File: src/rtl/clk_div_ctrl_pkg.sv
// Shared types and defaults for the divided-clock run/stop controller.
package clk_div_ctrl_pkg;

   typedef enum logic [1:0] {
      S_IDLE = 2'd0,
      S_RUN  = 2'd1,
      S_STOP = 2'd2
   } state_t;

   localparam int unsigned DEF_WIDTH = 8;
   localparam int unsigned DEF_HALF  = 2;

endpackage

File: src/rtl/divctl_counter.sv
// Half-period counter: boundary detect, glitch-free clk_out toggle and aligned rise tick.
module divctl_counter #(
   parameter int unsigned WIDTH = 8
) (
   input  logic             clk,
   input  logic             reset,
   input  logic             clear,
   input  logic [WIDTH-1:0] half,
   output logic             boundary,
   output logic             clk_out,
   output logic             tick
);

   logic [WIDTH-1:0] cnt;

   assign boundary = (cnt == half - WIDTH'(1));

   always_ff @(posedge clk or posedge reset) begin
      if (reset) begin
         cnt     <= '0;
         clk_out <= 1'b0;
         tick    <= 1'b0;
      end else if (clear) begin
         cnt     <= '0;
         clk_out <= 1'b0;
         tick    <= 1'b0;
      end else begin
         tick <= 1'b0;
         if (boundary) begin
            cnt     <= '0;
            clk_out <= ~clk_out;
            tick    <= ~clk_out;
         end else begin
            cnt <= cnt + WIDTH'(1);
         end
      end
   end

endmodule

File: src/rtl/clk_div_ctrl.sv
// Run/stop FSM, half-period config slot and valid/ready handshake around divctl_counter.
module clk_div_ctrl
   import clk_div_ctrl_pkg::*;
#(
   parameter int unsigned WIDTH        = DEF_WIDTH,
   parameter int unsigned DEFAULT_HALF = DEF_HALF
) (
   input  logic             clk,
   input  logic             reset,
   input  logic             start,
   input  logic             stop,
   input  logic             cfg_valid,
   input  logic [WIDTH-1:0] cfg_half,
   output logic             cfg_ready,
   output logic             cfg_err,
   output logic             clk_out,
   output logic             tick,
   output logic             busy,
   output logic [WIDTH-1:0] cur_half
);

   state_t           state, next_state;
   logic             boundary;
   logic             clear;
   logic             accept;
   logic             legal;
   logic             pend_valid;
   logic [WIDTH-1:0] pend_half;

   assign cfg_ready = ~pend_valid;
   assign accept    = cfg_valid & cfg_ready;
   assign legal     = (cfg_half != '0);
   assign busy      = (state != S_IDLE);

   // Counter is held cleared in IDLE and on the cycle that enters IDLE, which
   // both truncates a low phase and produces the final falling edge.
   assign clear = (state == S_IDLE) || (next_state == S_IDLE);

   always_comb begin
      next_state = state;
      unique case (state)
         S_IDLE: if (start) next_state = S_RUN;
         S_RUN:  if (stop)  next_state = (clk_out && !boundary) ? S_STOP : S_IDLE;
         S_STOP: if (boundary) next_state = S_IDLE;
         default: next_state = S_IDLE;
      endcase
   end

   always_ff @(posedge clk or posedge reset) begin
      if (reset) state <= S_IDLE;
      else       state <= next_state;
   end

   always_ff @(posedge clk or posedge reset) begin
      if (reset) begin
         cur_half   <= WIDTH'(DEFAULT_HALF);
         pend_valid <= 1'b0;
         pend_half  <= '0;
         cfg_err    <= 1'b0;
      end else begin
         cfg_err <= accept && !legal;
         if (state == S_IDLE) begin
            if (accept && legal) cur_half <= cfg_half;
         end else begin
            if (pend_valid && (boundary || next_state == S_IDLE)) begin
               cur_half   <= pend_half;
               pend_valid <= 1'b0;
            end
            // accept implies the slot was empty, so this never races the load above
            if (accept && legal) begin
               if (next_state == S_IDLE) begin
                  cur_half <= cfg_half;
               end else begin
                  pend_half  <= cfg_half;
                  pend_valid <= 1'b1;
               end
            end
         end
      end
   end

   divctl_counter #(.WIDTH(WIDTH)) u_counter (
      .clk      (clk),
      .reset    (reset),
      .clear    (clear),
      .half     (cur_half),
      .boundary (boundary),
      .clk_out  (clk_out),
      .tick     (tick)
   );

endmodule

File: config.mk
export PLATFORM = sky130hd
export DESIGN_NAME = clk_div_ctrl
export DESIGN_NICKNAME = d
export VERILOG_FILES = /design/src/rtl/clk_div_ctrl_pkg.sv /design/src/rtl/divctl_counter.sv /design/src/rtl/clk_div_ctrl.sv
export SDC_FILE = /design/constraint.sdc
export NUM_CORES = 1
export LEC_CHECK = 0
export BUFFER_PORTS_ARGS = -buffer_cell sky130_fd_sc_hd__buf_2
export CAP_MARGIN = 15
export CORE_MARGIN = 10
export CORE_UTILIZATION = 45
export CTS_BUF_LIST = sky130_fd_sc_hd__clkbuf_4
export DETAILED_ROUTE_END_ITERATION = 7
export PLACE_DENSITY = 0.67
export SYNTH_ARGS = -nofsm -noshare
export SYNTH_HDL_FRONTEND = slang
export SYNTH_HIERARCHICAL = 1
export SYNTH_SLANG_ARGS = --single-unit
File: constraint.sdc
create_clock -name clk -period 4.06 [get_ports clk]
set_input_delay 0.203 -clock clk [delete_from_list [all_inputs] [get_ports clk]]
set_output_delay 0.203 -clock clk [all_outputs]
set_load 0.01 [all_outputs]
==> qor.yml <==
synth_xor_area_frac: 0.08708
die_y_um: 81.38
diodes: 0
first_iter_violations: 147
fin_tns_setup_ns: 0
ir_drop_uv: 285.9
drv_slew: 0
clk_path_buf_depth: 2
drive_above_1_share: 0.2421
cp.required_ns: 4.29
insertion_delay_ns: 0.34
ant_nets: 0
nNetsFinal: 204
synthArstFlopShare: 1.000
post-place-cells: 229
coreArea_mm2: 0.003661
synthFlopType: "dfrtp_1"
die_w_um: 81.38
ys_seq_elements: 30
synth_compound_area_frac: 0.1542
boundaryPins: 26
first_pass_iters: 4
grt_pass1_vias: 1347
num_vias: 1290
clock_sinks: 30
htree_levels: 2
final.fill_count: 334
syn_to_final_growth_pct: 16.97
grt_usage: 0.1237
startpoint_type: "flop"
placementRows: 22
period_share: 0.7817
clkTransAtPathRegs_ns: 0.10
critical_path_class: "flop to flop"
io_buffer_count: 25
cp.arrival_ns: 3.40
status: "finished, final reports clean"
drc: 0
grt_overflow: 0
crit_path_max_fanout: 9
cts_buffers: 5
cp-end-kind: "flop"
cts_tree: "done"
root_buffer: "clkbuf_4"
antenna_found_initial: 0
grt_max_degree: 21
synthesis.nets: 172
fp.dieArea_mm2: 0.006623
synth_cells: 157
tightest_slew_ns: 0.7579
seq_area_frac_synth: 0.4435
hpwl_um: 2851
setup_ws_ns: 0.8864
report.final.setup_viol: 0
synth_edf_count: 0
hold_class: "input port to flop"
p_leak_nw: 0.8875
wl_per_cell_um: 15.75
finish.utilization: 0.5417
power_density_mw_per_mm2: 576.1
layout_common_cells: "dfrtp_1, buf_2, nor2_1"
ys_warn_count: 6
synthMuxAreaShare: 0.05904
gp_congestion: 0.7994
fin_worst_skew_ns: 0.01257
routed_wl_um: 3749
layout_commonest_cell: "dfrtp_1"
grt_pass1_wl_um: 6306
finalHoldViolations: 0
place_ws_ns: 0.9103
drv_cap: 0
vias_per_cell: 5.420
synth_top_family_by_area: "simple AND/OR/NAND/NOR gates"
instances_no_fill: 238
rsz0062_at_grt: "no"
relSlewSlack: 0.4942
postCtsSetupRepairBufs: 0
synthAdderAreaFrac: 0.01476
synth.avg_cell_area_um2: 10.80
netlist_area_mm2: 0.001695
max_freq_ghz: 0.3151
yosys.area_share.simple: 0.2118
yosysUniqueCellTypes: 48
initial_core_util: 0.4631
fin_crit_ns: 3.174
cell families after synthesis:
group	after synthesis
simple gates	61
compound gates	28
buf+inv	11
fa+ha+maj	2
xor+xnor	16
mux	9
flops	30
state kept, by name, indices dropped and copies added (netlist names):
name               count
cfg_err                1
cur_half               8
pend_half              8
pend_valid             1
state                  2
u_counter/clk_out      1
u_counter/cnt          8
u_counter/tick         1
cell usage after synthesis, drive strengths merged (2+ instances only):
| library cell | instances | area share |
|---|---|---|
| a211oi | 2 | 0.0089 |
| a21oi | 4 | 0.012 |
| a31o | 2 | 0.021 |
| and3 | 3 | 0.012 |
| buf | 2 | 0.0096 |
| dfrtp | 29 | 0.43 |
| ha | 2 | 0.015 |
| inv | 9 | 0.020 |
| mux2 | 8 | 0.053 |
| nand2b | 9 | 0.033 |
| nand3 | 8 | 0.024 |
| nand4 | 2 | 0.0074 |
| nor2 | 16 | 0.038 |
| nor2b | 4 | 0.015 |
| nor3 | 2 | 0.0059 |
| nor4 | 3 | 0.015 |
| o21ai | 5 | 0.021 |
| o221a | 7 | 0.046 |
| or2 | 3 | 0.011 |
| or2b | 2 | 0.0089 |
| or3b | 2 | 0.010 |
| or4 | 2 | 0.011 |
| xnor2 | 7 | 0.041 |
| xor2 | 9 | 0.046 |
repair_timing:
item	4_1_cts	5_1_grt
hold buffers	1	0
endpoints found under the hold margin	10	0
resized for setup	0	0
area by class of cell:
| class | count | area [um2] | share of cell area |
|---|---|---|---|
| Timing Repair Buffer | 27 | 142.6 | 0.07192 |
| Clock inverter | 3 | 63.81 | 0.03218 |
| Clock buffer | 5 | 37.54 | 0.01893 |
| Inverter | 9 | 33.78 | 0.01703 |
| Sequential cell | 30 | 752.0 | 0.3792 |
| Multi-Input combinational cell | 116 | 893.4 | 0.4505 |
| Tap cell | 48 | 60.06 | 0.03028 |
path summary, 6_finish.rpt:
| path | start | to | slack (ns) | cells after the start |
|---|---|---|---|---|
| worst max-delay path | cur_half[1] | pend_half[6] | 0.89 | 11 |
| worst max register to register | cur_half[1] | pend_half[6] | 0.89 | 11 |
| min in group asynchronous | reset | u_counter/cnt[1] | 0.41 | 3 |
| worst min register to register | pend_half[0] | pend_half[0] | 0.49 | 1 |
| max in group asynchronous | reset | state[1] | 3.01 | 3 |
| worst min-delay path | cfg_half[0] | pend_half[0] | 0.11 | 2 |
metrics by stage:
step	power (mW)	instance area, um2	hold slack (ns)
final	1.142	1983	0.1085
after global routing	1.224	1983	0.09805
after CTS	1.153	1983	0.09389
after detailed placement	0.8546	1872	0.2087
after global placement	0.8385	1872	0.1881
after floorplan	0.7341	1695	0.04318
power breakdown:
part | internal [mW] | switching, mW | leakage [nW] | total (mW)
Sequential | 0.380 | 0.0950 | 0.376 | 0.475
Combinational | 0.187 | 0.184 | 0.459 | 0.371
Clock | 0.190 | 0.106 | 0.0528 | 0.296
critical path, cell delays in order, from the launching register on:
cell and delay (ns):
dfstp_2 0.57, inv_1 0.05, ha_1 0.28, or3b_1 0.22, or3b_1 0.36, o22ai_1 0.13
a22o_1 0.22, and3_2 0.26, nor2b_1 0.08, o21a_1 0.22, o21ai_4 0.33, mux2_1 0.36
layer usage:
layer	part of all wire	wire length, um	vias to the layer above	global-route usage
li1	-	-	632	-
met1	0.44	1632	606	0.1447
met2	0.45	1702	42	0.1856
met3	0.091	342	10	0.06071
met4	0.019	71	0	0.05882
met5	0	0	-	0
Note: power is estimated with default switching activity, not from simulation.
